### src/rtl/muldiv_pkg.sv
// Shared constants for the HI/LO multiply/divide unit: op codes, FSM encoding,
// iteration count and the quotient returned for a divide by zero.
package muldiv_pkg;

   localparam logic [1:0] OP_MULT  = 2'b00;
   localparam logic [1:0] OP_MULTU = 2'b01;
   localparam logic [1:0] OP_DIV   = 2'b10;
   localparam logic [1:0] OP_DIVU  = 2'b11;

   typedef logic [1:0] state_t;
   localparam state_t S_IDLE   = 2'd0;
   localparam state_t S_CALC   = 2'd1;
   localparam state_t S_FINISH = 2'd2;

   localparam int          ITERATIONS = 32;
   localparam logic [31:0] DBZ_QUOT   = 32'hFFFF_FFFF;

   // Magnitude of a two's-complement word when the operation is signed.
   function automatic logic [31:0] mag_of(input logic [31:0] v, input logic is_signed);
      return (is_signed && v[31]) ? -v : v;
   endfunction

endpackage

### src/rtl/muldiv_if.sv
// Request/result bundle of muldiv_unit. A request is a one-cycle start pulse
// taken only while busy is low; done is a one-cycle pulse with hi/lo already updated.
interface muldiv_if;
   import muldiv_pkg::*;

   logic        start;
   logic [1:0]  op;
   logic [31:0] a;
   logic [31:0] b;
   logic        wr_hi;
   logic        wr_lo;
   logic [31:0] wr_data;
   logic        busy;
   logic        done;
   logic        div_by_zero;
   logic [31:0] hi;
   logic [31:0] lo;
   state_t      state_dbg;

   modport master (
      output start, op, a, b, wr_hi, wr_lo, wr_data,
      input  busy, done, div_by_zero, hi, lo, state_dbg
   );

   modport slave (
      input  start, op, a, b, wr_hi, wr_lo, wr_data,
      output busy, done, div_by_zero, hi, lo, state_dbg
   );

endinterface

### src/rtl/muldiv_step.sv
// One radix-2 iteration: shift-add for multiply on {acc_hi,acc_lo}, or a
// restoring subtract step for divide (acc_hi = remainder, acc_lo = quotient/dividend).
module muldiv_step (
   input  logic        is_div,
   input  logic [31:0] acc_hi,
   input  logic [31:0] acc_lo,
   input  logic [31:0] opnd,
   output logic [31:0] nxt_hi,
   output logic [31:0] nxt_lo
);

   logic [32:0] sum;
   logic [32:0] shifted;
   logic        fits;

   always_comb begin
      sum     = {1'b0, acc_hi} + (acc_lo[0] ? {1'b0, opnd} : 33'd0);
      shifted = {acc_hi, acc_lo[31]};
      fits    = (shifted >= {1'b0, opnd});
      nxt_hi  = sum[32:1];
      nxt_lo  = {sum[0], acc_lo[31:1]};
      if (is_div) begin
         // Remainder stays below the divisor, so the 32-bit difference is exact.
         nxt_hi = fits ? (shifted[31:0] - opnd) : shifted[31:0];
         nxt_lo = {acc_lo[30:0], fits};
      end
   end

endmodule

### src/rtl/muldiv_unit.sv
// Iterative HI/LO multiply/divide unit (mult, multu, div, divu, mthi/mtlo).
// Define MULDIV_FAST_MUL_EN to form multiply products in a single cycle.
module muldiv_unit
   import muldiv_pkg::*;
(
   input  logic     clk,
   input  logic     rst,
   muldiv_if.slave  bus
);

   state_t      state;
   logic [5:0]  count;
   logic [1:0]  op_q;
   logic [31:0] a_q;
   logic [31:0] opnd_q;
   logic [31:0] acc_hi;
   logic [31:0] acc_lo;
   logic        neg_q;
   logic        rem_neg_q;
   logic [31:0] hi_q;
   logic [31:0] lo_q;
   logic        done_q;
   logic        dbz_q;

   logic        in_signed;
   logic        in_div;
   logic [31:0] a_mag;
   logic [31:0] b_mag;
   logic        q_div;
   logic [31:0] step_hi;
   logic [31:0] step_lo;
   logic [63:0] prod_fix;
   logic [31:0] res_hi;
   logic [31:0] res_lo;

   assign in_signed = (bus.op == OP_MULT) || (bus.op == OP_DIV);
   assign in_div    = (bus.op == OP_DIV)  || (bus.op == OP_DIVU);
   assign a_mag     = mag_of(bus.a, in_signed);
   assign b_mag     = mag_of(bus.b, in_signed);
   assign q_div     = (op_q == OP_DIV) || (op_q == OP_DIVU);

   muldiv_step u_step (
      .is_div (q_div),
      .acc_hi (acc_hi),
      .acc_lo (acc_lo),
      .opnd   (opnd_q),
      .nxt_hi (step_hi),
      .nxt_lo (step_lo)
   );

   // Sign correction on the unsigned magnitude result, applied in FINISH.
   always_comb begin
      prod_fix = neg_q ? -{acc_hi, acc_lo} : {acc_hi, acc_lo};
      res_hi   = prod_fix[63:32];
      res_lo   = prod_fix[31:0];
      if (q_div) begin
         res_hi = rem_neg_q ? -acc_hi : acc_hi;
         res_lo = neg_q ? -acc_lo : acc_lo;
         if (opnd_q == 32'd0) begin
            res_hi = a_q;
            res_lo = DBZ_QUOT;
         end
      end
   end

   always_ff @(posedge clk or posedge rst) begin
      if (rst) begin
         state     <= S_IDLE;
         count     <= 6'd0;
         op_q      <= OP_MULT;
         a_q       <= 32'd0;
         opnd_q    <= 32'd0;
         acc_hi    <= 32'd0;
         acc_lo    <= 32'd0;
         neg_q     <= 1'b0;
         rem_neg_q <= 1'b0;
         hi_q      <= 32'd0;
         lo_q      <= 32'd0;
         done_q    <= 1'b0;
         dbz_q     <= 1'b0;
      end else begin
         done_q <= 1'b0;
         dbz_q  <= 1'b0;
         case (state)
            S_IDLE: begin
               if (bus.start) begin
                  op_q      <= bus.op;
                  a_q       <= bus.a;
                  count     <= 6'd0;
                  neg_q     <= in_signed && (bus.a[31] ^ bus.b[31]);
                  rem_neg_q <= in_signed && bus.a[31];
                  acc_hi    <= 32'd0;
                  acc_lo    <= in_div ? a_mag : b_mag;
                  opnd_q    <= in_div ? b_mag : a_mag;
                  state     <= S_CALC;
               end else begin
                  if (bus.wr_hi) hi_q <= bus.wr_data;
                  if (bus.wr_lo) lo_q <= bus.wr_data;
               end
            end
            S_CALC: begin
`ifdef MULDIV_FAST_MUL_EN
               if (!q_div) begin
                  {acc_hi, acc_lo} <= {32'd0, opnd_q} * {32'd0, acc_lo};
                  state            <= S_FINISH;
               end else begin
                  acc_hi <= step_hi;
                  acc_lo <= step_lo;
                  count  <= count + 6'd1;
                  if (count == 6'(ITERATIONS - 1)) state <= S_FINISH;
               end
`else
               acc_hi <= step_hi;
               acc_lo <= step_lo;
               count  <= count + 6'd1;
               if (count == 6'(ITERATIONS - 1)) state <= S_FINISH;
`endif
            end
            S_FINISH: begin
               hi_q   <= res_hi;
               lo_q   <= res_lo;
               done_q <= 1'b1;
               dbz_q  <= q_div && (opnd_q == 32'd0);
               state  <= S_IDLE;
            end
            default: state <= S_IDLE;
         endcase
      end
   end

   assign bus.busy        = (state != S_IDLE);
   assign bus.done        = done_q;
   assign bus.div_by_zero = dbz_q;
   assign bus.hi          = hi_q;
   assign bus.lo          = lo_q;
   assign bus.state_dbg   = state;

endmodule

### src/flat_wrapper.sv
// flat-port wrapper written by rule: the top's interface ports become plain ports
module muldiv_unit_flat import muldiv_pkg::*;
  (clk, rst, bus_start, bus_op, bus_a, bus_b, bus_wr_hi, bus_wr_lo, bus_wr_data, bus_busy, bus_done, bus_div_by_zero, bus_hi, bus_lo, bus_state_dbg);
  muldiv_if bus_i ();
  input  logic clk;
  input  logic rst;
  input wire logic [$bits(bus_i.start)-1:0] bus_start;
  input wire logic [$bits(bus_i.op)-1:0] bus_op;
  input wire logic [$bits(bus_i.a)-1:0] bus_a;
  input wire logic [$bits(bus_i.b)-1:0] bus_b;
  input wire logic [$bits(bus_i.wr_hi)-1:0] bus_wr_hi;
  input wire logic [$bits(bus_i.wr_lo)-1:0] bus_wr_lo;
  input wire logic [$bits(bus_i.wr_data)-1:0] bus_wr_data;
  output wire logic [$bits(bus_i.busy)-1:0] bus_busy;
  output wire logic [$bits(bus_i.done)-1:0] bus_done;
  output wire logic [$bits(bus_i.div_by_zero)-1:0] bus_div_by_zero;
  output wire logic [$bits(bus_i.hi)-1:0] bus_hi;
  output wire logic [$bits(bus_i.lo)-1:0] bus_lo;
  output wire logic [$bits(bus_i.state_dbg)-1:0] bus_state_dbg;
  assign bus_i.start = bus_start;
  assign bus_i.op = bus_op;
  assign bus_i.a = bus_a;
  assign bus_i.b = bus_b;
  assign bus_i.wr_hi = bus_wr_hi;
  assign bus_i.wr_lo = bus_wr_lo;
  assign bus_i.wr_data = bus_wr_data;
  assign bus_busy = bus_i.busy;
  assign bus_done = bus_i.done;
  assign bus_div_by_zero = bus_i.div_by_zero;
  assign bus_hi = bus_i.hi;
  assign bus_lo = bus_i.lo;
  assign bus_state_dbg = bus_i.state_dbg;
  muldiv_unit u_core (.clk(clk), .rst(rst), .bus(bus_i));
endmodule
### config.mk
export PLATFORM = sky130hd
export DESIGN_NAME = muldiv_unit_flat
export DESIGN_NICKNAME = d
export VERILOG_FILES = /design/src/rtl/muldiv_pkg.sv /design/src/rtl/muldiv_if.sv /design/src/rtl/muldiv_step.sv /design/src/rtl/muldiv_unit.sv /design/src/flat_wrapper.sv
export SDC_FILE = /design/constraint.sdc
export NUM_CORES = 1
export LEC_CHECK = 0
export ABC_AREA = 1
export CORE_ASPECT_RATIO = 1.1
export CORE_UTILIZATION = 45
export CTS_BUF_LIST = sky130_fd_sc_hd__clkbuf_4
export CTS_CLUSTER_DIAMETER = 60
export DETAILED_ROUTE_END_ITERATION = 10
export SKIP_CTS_REPAIR_TIMING = 1
export SLEW_MARGIN = 40
export SYNTH_ARGS = -nofsm -noshare
export SYNTH_HDL_FRONTEND = slang
export SYNTH_SLANG_ARGS = --single-unit
### constraint.sdc
create_clock -name clk -period 8.5 [get_ports clk]
set_clock_uncertainty 0.1 [all_clocks]
set_input_delay 1.7 -clock clk [delete_from_list [all_inputs] [get_ports clk]]
set_output_delay 1.7 -clock clk [all_outputs]
set_load 0.01 [all_outputs]
# Yosys cells after proc, flatten, opt, wreduce, memory -nomap -nowiden
# Cells that the tools add are included.
# W data, S select, Z words.
# word_totals
in_bits,103
reg_bits,206
out_inout_bits,69
elab_cells,85
# classes
n_bitwise,1
add_sub_neg,8
n_eq_ne,12
n_mux,32
n_lt_le_gt_ge,1
n_reduce_logical,18
# ops
cell,count
$mux W32,20
$pmux W32 S2,4
$neg A32 Y32,4
$mux W64,1
$neg A64 Y64,1
$add A32 B33 Y33,1
$ge A33 B32 Y1,1
$logic_not A32 Y1,1
$sub A32 B32 Y32,1
$pmux W6 S2,1
$eq A2 B2 Y1 const B,5
$ne A2 B2 Y1 const B,4
$add A6 B1 Y6 const B,1
$eq A6 B5 Y1 const B,1
$mux W6,1
$reduce_and A2 Y1,3
$reduce_and A3 Y1,2
$reduce_bool A2 Y1,3
$logic_and A1 B1 Y1,4
$logic_not A2 Y1,2
$mux W2,2
$pmux W2 S2,1
$logic_or A1 B1 Y1,3
$eq A2 B1 Y1 const B,1
other kinds (3),4

# Depth between registers and ports, before layout
# Gate-level depths: netlist (run 1).
# logic_depth
ltp_word,7
mapped_depth,22
mapped_depth_nobuf,20

# By module
# From an unflattened synthesis (run 1), not the netlist that was laid out.
# hier_totals
hier_cells,3388
hier_area_um2,20015.4
# by_module_without_submodules
module,area_per_inst_um2,seq_area_each_um2,cells_per_inst,n_inst
muldiv_unit,13864.5,5129.9,2108,1
muldiv_step,6150.9,0.0,1280,1

# Worst setup path after synthesis (run 1)
# Ideal clock, no wire load.
# synth_timing
path_type,input to register
startpoint,input port bus_a[1]
endpoint,register u_core.acc_lo[20]
path_buffers,0
t_arrival_ps,2970
required_time_ps,8278
path_stages,12
setup_time_ps,122
path_slack_ps,5308
cell_sequence,inv_1 -> ha_1 -> nand3_1 -> nor2_1 -> nand2_1 -> nor2_1 -> nand2_1 -> nand2_1 -> xor2_1 -> nand2_1 -> nand3_1 -> a21oi_1
# synth_via
elab_chain_len,5
# synth_lines
item,line,text
from (decl),flat_wrapper.sv:9,input wire logic [$bits(bus_i.a)-1:0] bus_a;
$neg A32 Y32,muldiv_pkg.sv:20,return (is_signed && v[31]) ? -v : v;
$mux W32,muldiv_pkg.sv:20,
$mux W32,muldiv_unit.sv:93,acc_lo <= in_div ? a_mag : b_mag;
$mux W32,muldiv_unit.sv:86,if (bus.start) begin
$pmux W32 S2,muldiv_unit.sv:84,case (state)
to (signal assigned),muldiv_unit.sv:93,
to (signal assigned),muldiv_unit.sv:114,acc_lo <= step_lo;
to (decl),muldiv_unit.sv:17,logic [31:0] acc_lo;
# No other way between the ends. The select of a mux whose other input is x is not followed.
# A chain may end at the register's enable or synchronous reset.

# Final worst setup path (run 1)
# layout_timing
startpoint,input port bus_start
endpoint,register u_core.lo_q[18] (netlist: u_core.bus.lo[18])
# layout_via
elab_chain_len,2
# layout_lines
item,line,text
from (decl),flat_wrapper.sv:7,input wire logic [$bits(bus_i.start)-1:0] bus_start;
$ne A2 B2 Y1 (no line),--,
$reduce_and A3 Y1 (no line),--,
to (signal assigned),muldiv_unit.sv:98,if (bus.wr_lo) lo_q <= bus.wr_data;
to (signal assigned),muldiv_unit.sv:121,lo_q <= res_lo;
to (decl),muldiv_unit.sv:21,logic [31:0] lo_q;
# No other way between the ends.

==> results of run 1 <==
==> worst max path at each step <==
stage / from / endpoint / slack, ns / depth (start not counted)
after floorplan: rst / u_core.a_q[0]$_DFFE_PP0P_ / 1.10 / 1
after global placement: bus_start / u_core.bus.lo[18]$_DFFE_PP0P_ / 3.60 / 9
after detailed placement: bus_start / u_core.bus.lo[18]$_DFFE_PP0P_ / 3.97 / 9
after CTS: u_core.bus.state_dbg[1]$_DFFE_PP0P_ / bus_busy / 4.72 / 3
after global routing: bus_start / u_core.bus.lo[18]$_DFFE_PP0P_ / 4.51 / 9
final: bus_start / u_core.bus.lo[18]$_DFFE_PP0P_ / 4.66 / 9
==> worst register-to-register path, cell delays in order, from the launching register on <==
cell and delay [ns]:
sky130_fd_sc_hd__dfrtp_2 0.34, sky130_fd_sc_hd__buf_4 0.47, sky130_fd_sc_hd__clkinv_2 0.81, sky130_fd_sc_hd__nor2_4 0.51, sky130_fd_sc_hd__nand2_1 0.15, sky130_fd_sc_hd__nand2_1 0.55
sky130_fd_sc_hd__inv_1 0.38, sky130_fd_sc_hd__nand2_1 0.14, sky130_fd_sc_hd__nor2_1 0.05, sky130_fd_sc_hd__nor2_1 0.08
==> cells in the mapped netlist, drive strengths merged <==
library cell  count  area (µm²)
nand2          1107        4180
nor2            477        1850
inv             423        1590
nand3           344        1730
a21oi           222        1110
dfrtp           205        5130
o21ai           188         948
clkbuf           88         330
ha               69         863
xor2             60         526
nand4            48         313
nor3             44         230
buf              35         204
o211ai           32         240
o221ai           19         166
nand3b           18         135
a31oi            16         100
a22oi            11        82.6
o21bai            9        67.6
xnor2             8        70.1
and2              4        25.0
clkinv            4        15.0
or2               4        25.0
a21o              3        22.5
o31ai             3        22.5
and3              2        12.5
fa                2        40.0
nor4              2        27.5
o22ai             2        12.5
a2111oi           1        8.76
a21boi            1        7.51
a22o              1        8.76
nor3b             1        7.51
o2111ai           1        8.76
o21a              1        7.51
==> cell usage in the layout, fill, tap and decap left out, types with 9 or more instances in the layout <==
cell type                         synthesis  routed
sky130_fd_sc_hd__nor2_1                 462     458
sky130_fd_sc_hd__a22oi_1                 11      11
sky130_fd_sc_hd__o21bai_1                 9       9
sky130_fd_sc_hd__buf_4                    2      22
sky130_fd_sc_hd__clkdlybuf4s50_1          0     171
sky130_fd_sc_hd__clkinv_1                 4      17
sky130_fd_sc_hd__nand3b_1                18      18
sky130_fd_sc_hd__ha_1                    69      69
sky130_fd_sc_hd__o21ai_1                 14      14
sky130_fd_sc_hd__nand4_1                 46      46
sky130_fd_sc_hd__dfrtp_1                205     203
sky130_fd_sc_hd__a31oi_1                 16      16
sky130_fd_sc_hd__nor2_2                  10      13
sky130_fd_sc_hd__inv_1                  418     413
sky130_fd_sc_hd__o21ai_0                172     172
sky130_fd_sc_hd__inv_2                    5       9
sky130_fd_sc_hd__o221ai_1                19      19
sky130_fd_sc_hd__nor3_1                  42      42
sky130_fd_sc_hd__xor2_1                  60      60
sky130_fd_sc_hd__nand3_1                342     342
sky130_fd_sc_hd__nand2_1               1103    1102
sky130_fd_sc_hd__o211ai_1                32      32
sky130_fd_sc_hd__clkbuf_4                 0      67
sky130_fd_sc_hd__a21oi_1                221     220
==> per-stage QoR <==
step | hold slack, ns | instances | total power [mW] | setup WS, ns
detailed placement | 0.323 | 4101 | 9.13 | 3.97
global placement | 0.323 | 4101 | 9.02 | 3.60
floorplan | 0.309 | 3455 | 6.64 | 1.10
global route | 0.377 | 4187 | 11.0 | 4.51
finish | 0.344 | 4187 | 10.2 | 4.66
CTS | 0.338 | 4186 | 9.96 | 4.72
==> registers in the layout, summed over array words and instances, names as in the netlist <==
name                    cells
u_core.a_q                 32
u_core.acc_hi              32
u_core.acc_lo              32
u_core.bus.hi              32
u_core.bus.lo              32
u_core.opnd_q              32
u_core.count                6
u_core.bus.state_dbg        2
u_core.bus.div_by_zero      1
u_core.bus.done             1
u_core.neg_q                1
u_core.op_q                 1
u_core.rem_neg_q            1
==> cell families (layout without fill, tap and decap cells) <==
logic type,after synthesis,in the layout,share of synthesized area
xor+xnor,68,68,0.0296
compound gates,510,510,0.140
other cells,0,1,0
buf+inv,550,707,0.106
simple gates,2051,2051,0.424
flops,205,205,0.255
fa+ha+maj,71,71,0.0449
==> power by group <==
| part | total, mW | switching (mW) | leakage (nW) | internal, mW |
|---|---|---|---|---|
| Clock | 0.802 | 0.435 | 0.343 | 0.368 |
| Sequential | 2.26 | 0.777 | 2.47 | 1.48 |
| Combinational | 7.11 | 4.75 | 8.55 | 2.36 |
==> area by class of cell <==
class	count	area (µm²)	share of cell area
well taps	574	718	0.0315
clock inverters	18	82.6	0.00362
clock buffers	67	503	0.0220
inverters	427	1610	0.0706
repair buffers	195	1900	0.0832
diodes	1	2.50	0.000110
multi-input cells	2700	12900	0.564
flip-flops and latches	205	5130	0.225
==> per-layer routing <==
layer  track usage  up-vias  wire length (µm)
met4         0.244        2              6410
met1         0.523    11300             36900
met3        0.0550      249              8660
met5             0        -                13
met2         0.613     1417             40100
li1              -    11400                 -
==> Flow_metrics.wiki, run 1 <==
{| class="wikitable"
! Metric !! Value
|-
| Status || finished, final reports clean
|-
| Number of nets in the finished design || 3755
|-
| Worst flop-to-flop path startpoint || u_core.op_q[1]$_DFFE_PP0P_
|-
| Crit path buffers/inverters || 3
|-
| Total placed instance area || 22200 µm²
|-
| Initial cell density of the core || 0.460
|-
| Number of slew-limit violations in the final report || 0
|-
| First DRT Iteration DRCs || 2792
|-
| Filler Cell Count || 4608
|-
| Total wire length || 92000 µm
|-
| Max rail drop VDD || 277 µV
|-
| End of the worst register-to-register path || u_core.bus.lo[18]$_DFFE_PP0P_
|-
| Class of the tightest hold or removal check || flop to flop
|-
| Number of setup violations in the final report || 0
|-
| Tightest Pin Transition || 0.827 ns
|-
| Reg-to-reg setup timing slack || 4.85 ns
|-
| Unique cell type count in the Yosys netlist || 51
|-
| Horizontal die dimension || 204 µm
|-
| Worst Setup Path Type || input pin to flop
|-
| Number of port buffers || 171
|-
| Worst-case reg-to-reg path depth || 9
|-
| Total number of H-tree levels || 2
|-
| Max Cap Viol || 0
|-
| Final period util || 0.452
|-
| Worst slew slack as a fraction of its limit || 0.449
|-
| Worst-Skew Late Latency || 0.76 ns
|-
| First-pass GRT wire length || 136000 µm
|-
| Largest net degree at the start of global routing || 80
|-
| Final standard cell utilization of the core || 0.522
|-
| Deepest clock path buffer count || 3
|-
| Synth warn || 0
|-
| Worst hold path depth || 1
|-
| Worst stage delay on the critical path || 0.54 ns
|-
| Area Overhead vs Synth || 13.4%
|-
| Arrival @ worst endpoint || 4.37 ns
|-
| Design Area, Final || 22800 µm²
|-
| Num rows || 80
|-
| Final weighted congestion in routability-driven placement || 1.03
|-
| Total global routing track utilization || 0.397
|-
| TritonCTS clock tree || yes
|-
| Number of nets in the synthesized netlist || 3629
|-
| Crit path top cell by count || sky130_fd_sc_hd__nor2_1
|-
| Initial antenna violation count || 2
|-
| Buffer cell driving the clock tree root || sky130_fd_sc_hd__clkbuf_4
|-
| Post-detailed-placement half-perimeter wirelength || 74400 µm
|-
| Endpoint required time on the critical path || 9.03 ns
|-
| Final Hold Viols || 0
|-
| CP startpoint kind || input pin
|-
| Residual DRC || 0
|-
| Area enclosed by the die boundary || 45600 µm²
|-
| Post-Syn Area || 20100 µm²
|-
| Detailed Routing Iterations Pass 1 || 6
|-
| Dominant delay contributor by cell family on the critical path || buffers and inverters
|-
| Number of global-route vias before repair || 22400
|-
| Fraction of final layout cells sized beyond drive strength 1 || 0.0407
|-
| Min-Delay Startpoint || u_core.count[5]$_DFFE_PP0P_
|-
| Highest clock frequency the design can meet || 261 MHz
|-
| Flops & latches, synth || 205
|-
| Mapped Cells || 3455
|-
| Minimum period implied by the final worst setup slack || 3.84 ns
|-
| Slowest CP cell || sky130_fd_sc_hd__nand2_1
|-
| Num Clock Sinks || 205
|-
| Detailed-route vias per instance || 5.83
|-
| Cell Chain, Critical Path || clkdlybuf4s50_1 -> nor2_1 -> a21oi_1 -> inv_2 -> nand2_1 -> inv_1 -> nand2_1 -> nor2_1 -> nor2_1
|-
| Post-CTS clock slew at the launch and capture registers of the worst setup and hold paths || 0.07 ns
|-
| Worst-path maximum fanout || 33
|-
| Sequential cell area fraction in the yosys report || 0.255
|-
| Setup repair after global routing missed its margin || false
|-
| Y dimension of the die || 224 µm
|-
| Average routed wire per standard cell || 22.0 µm
|-
| Power density of the placed cells || 445 nW/µm²
|-
| Mean instance size in the synthesized netlist || 5.82 µm²
|-
| Global route overflow || 0
|-
| Worst Hold Path EP || u_core.bus.state_dbg[1]$_DFFE_PP0P_
|-
| Clock buffers created by TritonCTS || 52
|-
| Kind of end point of the critical path || flop
|-
| Number of nets still failing antenna checks after routing || 0
|-
| Via count || 24400
|-
| Final-layout setup total negative slack || 0 ns
|-
| Core area || 43700 µm²
|-
| I/O pin count || 172
|-
| Static leakage power || 11.4 nW
|}
Power figures use the tool's default switching activity.
==> run 2, diff against run 1 <==
- clock period: 8.5 -> 3.9 ns (I/O delays scaled with it)
==> Flow_metrics.wiki, run 2 (same netlist as run 1, synthesis figures left out) <==
{| class="wikitable"
! Metric !! Value
|-
| Filler Cell Count || 4553
|-
| Worst flop-to-flop path startpoint || u_core.acc_hi[0]$_DFFE_PP0P_
|-
| Top sig layer || met4
|-
| Core area || 43700 µm²
|-
| Combined area of the multi-input logic cells || 12900 µm²
|-
| Initial cell density of the core || 0.460
|-
| Total wire length || 97500 µm
|-
| Worst Hold Path EP || u_core.bus.state_dbg[1]$_DFFE_PP0P_
|-
| Total global routing track utilization || 0.419
|-
| Final-layout setup total negative slack || 0 ns
|-
| Post-detailed-placement half-perimeter wirelength || 79700 µm
|-
| Minimum period implied by the final worst setup slack || 3.23 ns
|-
| I/O pin count || 172
|-
| Worst hold path depth || 1
|-
| Area enclosed by the die boundary || 45600 µm²
|-
| Initial antenna violation count || 1
|-
| Power density of the placed cells || 991 nW/µm²
|-
| Num Clock Sinks || 205
|-
| Deepest clock path buffer count || 3
|-
| Final weighted congestion in routability-driven placement || 1.05
|-
| Number of nets still failing antenna checks after routing || 0
|-
| Largest net degree at the start of global routing || 74
|-
| Tightest Pin Transition || 0.795 ns
|-
| Worst-path maximum fanout || 7
|-
| Register area || 5130 µm²
|-
| Global route overflow || 0
|-
| Detailed-route vias per instance || 5.94
|-
| Design Area, Final || 23400 µm²
|-
| Class of the tightest hold or removal check || flop to flop
|-
| Number of port buffers || 171
|-
| CP startpoint kind || flop
|-
| Num rows || 80
|-
| Highest clock frequency the design can meet || 310 MHz
|-
| Max rail drop VDD || 462 µV
|-
| Reg-to-reg setup timing slack || 0.67 ns
|-
| Residual DRC || 0
|-
| Setup repair after global routing missed its margin || false
|-
| Fraction of final layout cells sized beyond drive strength 1 || 0.0570
|-
| Final Hold Viols || 0
|-
| Worst Setup Path Type || flop to flop
|-
| Detailed Routing Iterations Pass 1 || 8
|-
| Number of setup violations in the final report || 0
|-
| Worst-Skew Late Latency || 0.81 ns
|-
| Horizontal die dimension || 204 µm
|-
| Min-Delay Startpoint || u_core.count[5]$_DFFE_PP0P_
|-
| Met3 Routed Length || 10800 µm
|-
| TritonCTS clock tree || yes
|-
| Buffer cell driving the clock tree root || sky130_fd_sc_hd__clkbuf_4
|-
| Total placed instance area || 22700 µm²
|-
| Arrival @ worst endpoint || 3.74 ns
|-
| Final period util || 0.827
|-
| Y dimension of the die || 224 µm
|-
| Power Total || 23.2 mW
|-
| Endpoint required time on the critical path || 4.42 ns
|-
| Status || finished, final reports clean
|-
| Number of global-route vias before repair || 23300
|-
| Static leakage power || 11.7 nW
|-
| Most common cell after layout, fill and taps aside || sky130_fd_sc_hd__nand2_1
|-
| Worst slew slack as a fraction of its limit || 0.467
|-
| Number of slew-limit violations in the final report || 0
|-
| Highest-count cells in the layout ignoring fill and taps || sky130_fd_sc_hd__nand2_1, sky130_fd_sc_hd__nor2_1, sky130_fd_sc_hd__inv_1
|-
| Post-CTS clock slew at the launch and capture registers of the worst setup and hold paths || 0.07 ns
|-
| Average routed wire per standard cell || 22.9 µm
|-
| Clock buffers created by TritonCTS || 56
|-
| Max Cap Viol || 0
|-
| Worst-case reg-to-reg path depth || 13
|-
| Area Overhead vs Synth || 16.3%
|-
| Kind of end point of the critical path || flop
|-
| Metal2 WL || 42900 µm
|-
| Via count || 25300
|-
| First-pass GRT wire length || 143000 µm
|-
| First DRT Iteration DRCs || 3316
|-
| Total number of H-tree levels || 2
|-
| Number of nets in the finished design || 3816
|-
| End of the worst register-to-register path || u_core.bus.hi[28]$_DFFE_PP0P_
|-
| Routed length on met1 || 37100 µm
|}
==> run 2: changes by cell type in the layout (fill, tap and decap cells not counted), moves of 3 or more <==
cell / change
sky130_fd_sc_hd__clkinv_1: +6
sky130_fd_sc_hd__inv_2: -3
sky130_fd_sc_hd__buf_12: +4
sky130_fd_sc_hd__buf_4: +55
sky130_fd_sc_hd__clkbuf_4: +6
==> run 2: worst max-delay path by stage <==
stage                                             from                             to  slack, ns
after floorplan                                    rst      u_core.a_q[0]$_DFFE_PP0P_       0.36
after global placement                        bus_b[5]  u_core.acc_lo[14]$_DFFE_PP0P_       0.44
final                     u_core.acc_hi[0]$_DFFE_PP0P_  u_core.bus.hi[28]$_DFFE_PP0P_       0.67
after detailed placement                      bus_b[0]  u_core.acc_lo[14]$_DFFE_PP0P_       0.41
after CTS                 u_core.acc_hi[0]$_DFFE_PP0P_  u_core.bus.hi[12]$_DFFE_PP0P_       0.81
after global routing      u_core.acc_lo[0]$_DFFE_PP0P_  u_core.acc_hi[20]$_DFFE_PP0P_       0.59
==> run 2: cell type report <==
type,count,share of cell area
Inverter,427,0.0687
Tap cell,574,0.0307
Multi-Input combinational cell,2700,0.550
Clock inverter,26,0.00615
Clock buffer,73,0.0234
Sequential cell,205,0.219
Antenna cell,1,0.000107
Timing Repair Buffer,252,0.101
==> run 2: metal layers <==
layer  up-vias  track usage
met5         -            0
met4         0        0.242
met3       349       0.0767
met2      1673        0.658
met1     11700        0.539
li1      11500            -
==> run 2: power breakdown <==
part           total (mW)  switching [mW]  internal [mW]
sequential           4.56            1.32           3.23
clock                2.01            1.06          0.949
combinational        16.6            11.1           5.50
==> run 2: worst max-delay path, cell delays in order (launching register included) <==
cell and delay [ns]:
sky130_fd_sc_hd__dfrtp_1 0.53, sky130_fd_sc_hd__inv_1 0.43, sky130_fd_sc_hd__ha_1 0.42, sky130_fd_sc_hd__nand2_1 0.22
sky130_fd_sc_hd__nor2_2 0.29, sky130_fd_sc_hd__inv_1 0.13, sky130_fd_sc_hd__o21ai_1 0.38, sky130_fd_sc_hd__nand2_1 0.12
sky130_fd_sc_hd__nand2_1 0.08, sky130_fd_sc_hd__nand3_1 0.06, sky130_fd_sc_hd__nand2_1 0.10, sky130_fd_sc_hd__nand2_1 0.06
sky130_fd_sc_hd__nand2_1 0.05, sky130_fd_sc_hd__a21oi_1 0.07
==> run 2: stage by stage <==
step | worst slack (ns) | utilization | std cells | hold slack [ns]
final | 0.674 | 0.535 | 4258 | 0.353
after global routing | 0.586 | 0.535 | 4258 | 0.354
after CTS | 0.807 | 0.535 | 4257 | 0.341
after detailed placement | 0.409 | 0.519 | 4158 | 0.332
after global placement | 0.439 | 0.519 | 4158 | 0.315
after floorplan | 0.362 | - | 3455 | 0.309
